File: config.mk
export PLATFORM = sky130hd
export DESIGN_NAME = uart_tx_fifo_param_flat
export DESIGN_NICKNAME = d
export VERILOG_FILES = /design/src/rtl/uart_tx_fifo_param_if.sv /design/src/rtl/uart_tx_fifo_param.sv /design/src/flat_wrapper.sv
export SDC_FILE = /design/constraint.sdc
export NUM_CORES = 1
export LEC_CHECK = 0
export BUFFER_PORTS_ARGS = -buffer_cell sky130_fd_sc_hd__clkbuf_2
export CAP_MARGIN = 20
export CORE_UTILIZATION = 28
export DETAILED_ROUTE_END_ITERATION = 8
export HOLD_SLACK_MARGIN = 0.02
export PLACE_DENSITY = 0.51
export SETUP_SLACK_MARGIN = 0.1
export SLEW_MARGIN = 20
export SYNTH_ARGS = -nofsm -noshare
export SYNTH_HDL_FRONTEND = slang
export SYNTH_SLANG_ARGS = --single-unit
File: constraint.sdc
create_clock -name clk -period 2.45 [get_ports clk]
set_input_delay 0.49 -clock clk [delete_from_list [all_inputs] [get_ports clk]]
set_output_delay 0.49 -clock clk [all_outputs]
set_load 0.03 [all_outputs]
File: src/rtl/uart_tx_fifo_param_if.sv
// Host-side FIFO port of the UART transmitter: write strobe/data, flush and FIFO status.
interface uart_tx_fifo_param_if #(
   parameter int FIFO_AW = 4
);
   logic             wr_en;
   logic [7:0]       wr_data;
   logic             fifo_flush;
   logic             txrdy;
   logic             fifo_empty;
   logic [FIFO_AW:0] fifo_count;
   logic             overflow;

   modport master (
      output wr_en, wr_data, fifo_flush,
      input  txrdy, fifo_empty, fifo_count, overflow
   );

   modport slave (
      input  wr_en, wr_data, fifo_flush,
      output txrdy, fifo_empty, fifo_count, overflow
   );
endinterface

File: src/rtl/uart_tx_fifo_param.sv
// UART transmitter with integrated TX FIFO; 5-8 data bits, optional parity, 1/2 stop bits,
// break, and back-to-back frames with no idle bit between them.
module uart_tx_fifo_param #(
   parameter int FIFO_DEPTH = 16,
   parameter int FIFO_AW    = 4
) (
   input  logic                 clk,
   input  logic                 reset,
   input  logic                 xmit_pulse,
   input  logic [1:0]           char_len,
   input  logic                 parity_en,
   input  logic                 odd_n_even,
   input  logic                 two_stop,
   input  logic                 break_en,
   output logic                 tx,
   output logic                 tx_busy,
   output logic                 tx_done,
   uart_tx_fifo_param_if.slave  bus
);

   typedef enum logic [2:0] {IDLE, START, DATA, PARITY, STOP1, STOP2} state_e;

   typedef struct packed {
      logic [1:0] char_len;
      logic       parity_en;
      logic       odd_n_even;
      logic       two_stop;
   } cfg_t;

   logic [7:0]         mem_q [FIFO_DEPTH];
   logic [FIFO_AW-1:0] wr_ptr_q, wr_ptr_d;
   logic [FIFO_AW-1:0] rd_ptr_q, rd_ptr_d;
   logic [FIFO_AW:0]   count_q, count_d;
   logic               full, empty, push, pop;

   state_e             state_q, state_d;
   cfg_t               cfg_q, cfg_d;
   logic [7:0]         shift_q, shift_d;
   logic [2:0]         bit_cnt_q, bit_cnt_d;
   logic               tx_q, tx_d;
   logic               done_q, done_d;
   logic               ovf_q, ovf_d;

   logic               can_start, last_bit, par_bit;
   logic [2:0]         nxt_bit;
   logic [7:0]         data_mask;

   // ---------------- FIFO ----------------
   assign full  = (count_q == (FIFO_AW+1)'(FIFO_DEPTH));
   assign empty = (count_q == '0);
   assign push  = bus.wr_en & ~full & ~bus.fifo_flush;

   always_comb begin
      wr_ptr_d = wr_ptr_q + FIFO_AW'(push);
      rd_ptr_d = rd_ptr_q + FIFO_AW'(pop);
      count_d  = count_q + (FIFO_AW+1)'(push) - (FIFO_AW+1)'(pop);
      ovf_d    = bus.wr_en & full;
      if (bus.fifo_flush) begin
         wr_ptr_d = '0;
         rd_ptr_d = '0;
         count_d  = '0;
      end
   end

   // Storage is not reset; pointer reset alone discards the contents.
   always_ff @(posedge clk) begin
      if (push) mem_q[wr_ptr_q] <= bus.wr_data;
   end

   // ---------------- frame helpers ----------------
   assign can_start = ~empty & ~break_en;
   assign last_bit  = (bit_cnt_q == {1'b1, cfg_q.char_len});
   assign nxt_bit   = bit_cnt_q + 3'd1;
   assign data_mask = 8'hFF >> (2'd3 - cfg_q.char_len);
   assign par_bit   = (^(shift_q & data_mask)) ^ cfg_q.odd_n_even;

   // ---------------- state register ----------------
   always_ff @(posedge clk) begin
      if (reset) state_q <= IDLE;
      else       state_q <= state_d;
   end

   // ---------------- next state ----------------
   always_comb begin
      state_d = state_q;
      if (xmit_pulse) begin
         unique case (state_q)
            IDLE:    if (can_start) state_d = START;
            START:   state_d = DATA;
            DATA:    if (last_bit) state_d = cfg_q.parity_en ? PARITY : STOP1;
            PARITY:  state_d = STOP1;
            STOP1:   if (cfg_q.two_stop) state_d = STOP2;
                     else                state_d = can_start ? START : IDLE;
            STOP2:   state_d = can_start ? START : IDLE;
            default: state_d = IDLE;
         endcase
      end
   end

   // ---------------- outputs / datapath ----------------
   always_comb begin
      tx_d      = tx_q;
      shift_d   = shift_q;
      cfg_d     = cfg_q;
      bit_cnt_d = bit_cnt_q;
      done_d    = 1'b0;
      pop       = 1'b0;
      if (state_q == IDLE) tx_d = ~break_en;
      if (xmit_pulse) begin
         unique case (state_q)
            IDLE: if (can_start) begin
               pop  = 1'b1;
               tx_d = 1'b0;
            end
            START: tx_d = shift_q[0];
            DATA: begin
               if (last_bit) begin
                  tx_d = cfg_q.parity_en ? par_bit : 1'b1;
               end else begin
                  tx_d      = shift_q[nxt_bit];
                  bit_cnt_d = nxt_bit;
               end
            end
            PARITY: tx_d = 1'b1;
            STOP1, STOP2: begin
               if (state_q == STOP1 && cfg_q.two_stop) begin
                  tx_d = 1'b1;
               end else begin
                  // Frame end: chain straight into the next start bit when data is waiting.
                  done_d = 1'b1;
                  pop    = can_start;
                  tx_d   = can_start ? 1'b0 : ~break_en;
               end
            end
            default: tx_d = 1'b1;
         endcase
      end
      if (pop) begin
         shift_d   = mem_q[rd_ptr_q];
         cfg_d     = '{char_len: char_len, parity_en: parity_en,
                       odd_n_even: odd_n_even, two_stop: two_stop};
         bit_cnt_d = 3'd0;
      end
   end

   always_ff @(posedge clk) begin
      if (reset) begin
         wr_ptr_q  <= '0;
         rd_ptr_q  <= '0;
         count_q   <= '0;
         cfg_q     <= '0;
         shift_q   <= '0;
         bit_cnt_q <= '0;
         tx_q      <= 1'b1;
         done_q    <= 1'b0;
         ovf_q     <= 1'b0;
      end else begin
         wr_ptr_q  <= wr_ptr_d;
         rd_ptr_q  <= rd_ptr_d;
         count_q   <= count_d;
         cfg_q     <= cfg_d;
         shift_q   <= shift_d;
         bit_cnt_q <= bit_cnt_d;
         tx_q      <= tx_d;
         done_q    <= done_d;
         ovf_q     <= ovf_d;
      end
   end

   assign tx             = tx_q;
   assign tx_busy        = (state_q != IDLE);
   assign tx_done        = done_q;
   assign bus.txrdy      = ~full;
   assign bus.fifo_empty = empty;
   assign bus.fifo_count = count_q;
   assign bus.overflow   = ovf_q;

endmodule

File: src/flat_wrapper.sv
// flat-port wrapper written by rule: the top's interface ports become plain ports
module uart_tx_fifo_param_flat 
#(
   parameter int FIFO_DEPTH = 16,
   parameter int FIFO_AW    = 4
)
  (clk, reset, xmit_pulse, char_len, parity_en, odd_n_even, two_stop, break_en, tx, tx_busy, tx_done, bus_wr_en, bus_wr_data, bus_fifo_flush, bus_txrdy, bus_fifo_empty, bus_fifo_count, bus_overflow);
  uart_tx_fifo_param_if #(.FIFO_AW(FIFO_AW)) bus_i ();
  input  logic clk;
  input  logic reset;
  input  logic xmit_pulse;
  input  logic [1:0] char_len;
  input  logic parity_en;
  input  logic odd_n_even;
  input  logic two_stop;
  input  logic break_en;
  output logic tx;
  output logic tx_busy;
  output logic tx_done;
  input wire logic [$bits(bus_i.wr_en)-1:0] bus_wr_en;
  input wire logic [$bits(bus_i.wr_data)-1:0] bus_wr_data;
  input wire logic [$bits(bus_i.fifo_flush)-1:0] bus_fifo_flush;
  output wire logic [$bits(bus_i.txrdy)-1:0] bus_txrdy;
  output wire logic [$bits(bus_i.fifo_empty)-1:0] bus_fifo_empty;
  output wire logic [$bits(bus_i.fifo_count)-1:0] bus_fifo_count;
  output wire logic [$bits(bus_i.overflow)-1:0] bus_overflow;
  assign bus_i.wr_en = bus_wr_en;
  assign bus_i.wr_data = bus_wr_data;
  assign bus_i.fifo_flush = bus_fifo_flush;
  assign bus_txrdy = bus_i.txrdy;
  assign bus_fifo_empty = bus_i.fifo_empty;
  assign bus_fifo_count = bus_i.fifo_count;
  assign bus_overflow = bus_i.overflow;
  uart_tx_fifo_param #(.FIFO_DEPTH(FIFO_DEPTH), .FIFO_AW(FIFO_AW)) u_core (.clk(clk), .reset(reset), .xmit_pulse(xmit_pulse), .char_len(char_len), .parity_en(parity_en), .odd_n_even(odd_n_even), .two_stop(two_stop), .break_en(break_en), .tx(tx), .tx_busy(tx_busy), .tx_done(tx_done), .bus(bus_i));
endmodule
==> results.cfg <==
[outcome]
outcome = finished clean

[clock_tree]
ctsRootBufferMaster = clkbuf_16
cts.hold.buffers_added = 0
cts_tree = done
clockBufferDepth = 2
cts_made_buffers = 17
htreeDepth = 4
cts_sinks = 163
clk_latency_ns = 0.43
clk_pin_slew_ns = 0.07

[synth]
seq_area_frac_synth = 0.679
synth_common_cells = 128 x edfxtp_1, 35 x dfxtp_1, 32 x mux4_2, 25 x nor2_1, 16 x a21oi_1
synth_area_per_cell_um2 = 16.0
yosysTopAreaCellShare = 0.575
synthCells = 417
synth_edf_count = 128
synth_seq_cells = 163
ys_async_sr_fraction = 0
yosys.cell_count.top_type = edfxtp_1
ys_warn_count = 0
netlist_area_um2 = 6690
ys_types = 53
netlist_top_cells_area = edfxtp_1 57%, mux4_2 11%, dfxtp_1 10%
synth_largest_area_cell = edfxtp_1
syn_nets = 448
synthFlopType = edfxtp_1

[sta]
relSlewSlack = 0.555
hold_viol = 0
fin_skew_ns = 0.0133
worst_slack_ns = 0.0462
finalCritPeriodShare = 0.981
final_max_slew_viol_count = 0
grt_setup_unrepaired = true
fin_setup_tns_ns = 0
setup_viol = 0
period_needed_ns = 2.40
max_freq_mhz = 416
max_slew.worst_pin.slew_ns = 0.667

[floorplanning]
die_y_um = 157
die_w_um = 157
ios = 30
dieArea_um2 = 24500
rows = 56
initial_core_util = 0.285
core_area_um2 = 23500

[hold_path]
hp-class = in -> reg
min_from = parity_en
hold_depth = 3
min_to = u_core.cfg_q[2]$_SDFFE_PP0P_

[place]
io_buffers = 29
dpl.cell_count = 772
dp_hpwl_um = 9400
finalWeightedCongestion = 0.789
dp_slack_ns = 0.00441

[worst_setup_path]
arrival_ns = 2.77
worstSetupPathType = reg -> reg
worstPathRequired_ns = 2.81
crit_fanout = 3
critPathMaxStageDelay_ns = 0.36
crit_path_start_kind = flip-flop
reg2reg_depth = 16
r2r-start = u_core.bus.fifo_count[2]$_SDFF_PP0_
reg2reg_slack_ns = 0.05
critPathCaptureType = flip-flop
path_cells = inv_4 > ha_4 > nor4b_4 > nor2_2 > nand4_1 > inv_2 > ha_4 > inv_2 > ha_4 > inv_2 > fa_2 > inv_2 > a21oi_2 > nor2_1 > or3_1 > a21oi_2
reg2reg_to = u_core.bus.fifo_count[4]$_SDFF_PP0_
cp_common_cell = inv_2
cp_slowest_cell = dfxtp_4

[power_and_ir_drop]
p_leak_uw = 0.00271
vdd_ir_drop_max_mv = 0.451
power.density_nw_per_um2 = 819
pwr-share-comb = 0.124
sw_frac_of_total = 0.268
p_int_uw = 4890
sequentialPowerShare = 0.466
p_sw_uw = 1790
clock_power_share = 0.410

[routing]
num_vias = 3782
ant_nets = 0
drc = 0
wl_um = 14300
viasPerCell = 4.69
post_drt_wl_per_cell_um = 17.7
drt_first_pass_iters = 5
first_iter_violations = 289

[layout]
final_cells = 806
num-fill-cells = 2245
diodes = 0
drive_above_1_share = 0.320
syn_to_final_growth_pct = 22.0
finalCoreUtilization = 0.348
fin_nets = 505

[global_routing]
use_met3 = 0.0316
gr-usage-met2 = 0.215
grt-ovfl-total = 0
grtUsageTotal = 0.127
grt_max_degree = 35
antenna_found_initial = 0
grt_pass1_wl_um = 22400
grtUsageMet1 = 0.159
grt_pass1_vias = 3845
busiest_layer = met2

[flow_run]
maxCapViolations = 0
-- metrics by stage --
step / total power [uW] / cell area [um^2] / hold WS, ns
finish: 6690 / 8160 / 0.286
global route: 6960 / 8160 / 0.274
CTS: 6760 / 8160 / 0.267
detailed placement: 4000 / 7510 / 0.483
global placement: 3970 / 7510 / 0.477
floorplan: 3730 / 6810 / 0.445
-- state kept, by name (all words and copies together) (netlist names) --
name	flops
u_core.rd_ptr_q	4
u_core.bit_cnt_q	3
u_core.bus.overflow	1
u_core.mem_q	128
u_core.shift_q	8
u_core.state_q	3
u_core.tx	1
u_core.bus.fifo_count	5
u_core.cfg_q	5
u_core.wr_ptr_q	4
u_core.tx_done	1
-- worst max-delay path: cells and delay by family (launching register included) --
| kind | cells | cell delay, ns |
|---|---|---|
| and+or+nand+nor | 5 | 0.82 |
| AOI/OAI and AO/OA | 2 | 0.22 |
| adders and majority gates | 4 | 0.71 |
| DFF | 1 | 0.36 |
| buffers and inverters | 5 | 0.26 |
-- worst max path at each step --
stage | depth (start not counted) | from | to
2_1_floorplan | 16 | u_core.bus.fifo_count[3]$_SDFF_PP0_ | u_core.bus.fifo_count[4]$_SDFF_PP0_
3_3_place_gp | 16 | u_core.bus.fifo_count[3]$_SDFF_PP0_ | u_core.bus.fifo_count[4]$_SDFF_PP0_
3_5_place_dp | 16 | u_core.bus.fifo_count[3]$_SDFF_PP0_ | u_core.bus.fifo_count[4]$_SDFF_PP0_
4_1_cts | 16 | u_core.bus.fifo_count[2]$_SDFF_PP0_ | u_core.bus.fifo_count[4]$_SDFF_PP0_
5_1_grt | 16 | u_core.bus.fifo_count[2]$_SDFF_PP0_ | u_core.bus.fifo_count[4]$_SDFF_PP0_
6_report | 16 | u_core.bus.fifo_count[2]$_SDFF_PP0_ | u_core.bus.fifo_count[4]$_SDFF_PP0_
-- layout by cell type, fill, tap and decap left out, types with 9 or more instances in the layout --
| master | n |
|---|---|
| inv_1 | 9 |
| nor2_1 | 21 |
| nand3_1 | 14 |
| mux4_2 | 32 |
| dfxtp_1 | 30 |
| a21oi_1 | 13 |
| o21ai_0 | 12 |
| clkbuf_2 | 29 |
| edfxtp_1 | 128 |
| buf_4 | 27 |
| nand2_1 | 15 |
| clkbuf_16 | 17 |
-- power by group through the flow --
stage | Clock, uW | Sequential, uW | Combinational, uW
2_1_floorplan | 0 | 3200 | 530
3_3_place_gp | 0 | 3170 | 799
4_1_cts | 2810 | 3110 | 832
3_5_place_dp | 0 | 3180 | 822
5_1_grt | 2930 | 3120 | 908
6_report | 2740 | 3110 | 829
-- cell type report --
| type | count | area [um^2] | share of cell area |
|---|---|---|---|
| flip-flops and latches | 163 | 4560 | 0.558 |
| clock inverters | 15 | 201 | 0.0247 |
| clock buffers | 17 | 425 | 0.0521 |
| inverters | 15 | 61.3 | 0.00751 |
| well taps | 319 | 399 | 0.0489 |
| repair buffers | 59 | 408 | 0.0500 |
| multi-input cells | 218 | 2110 | 0.258 |
-- routing by layer --
layer,up-vias,part of all wire
li1,1751,-
met4,0,0.0068
met5,-,0
met1,1929,0.44
met2,90,0.51
met3,12,0.042
-- cell families after synthesis --
kind of cell | count (synthesis) | share of synthesized area
buffers and inverters | 36 | 0.0213
flip-flops | 163 | 0.679
adder cells (fa/ha/maj) | 12 | 0.0236
AO/OA/AOI/OAI | 62 | 0.0634
AND/OR/NAND/NOR | 92 | 0.0696
XOR/XNOR | 16 | 0.0241
multiplexers | 36 | 0.119
-- timing repair --
item                                   CTS  global route
setup endpoints to repair                1             1
resized for setup                        1             1
setup buffers                            2             0
endpoints found under the hold margin    0             0
pin swaps                                2             0
No activity file was read; power rests on OpenSTA's default activity.
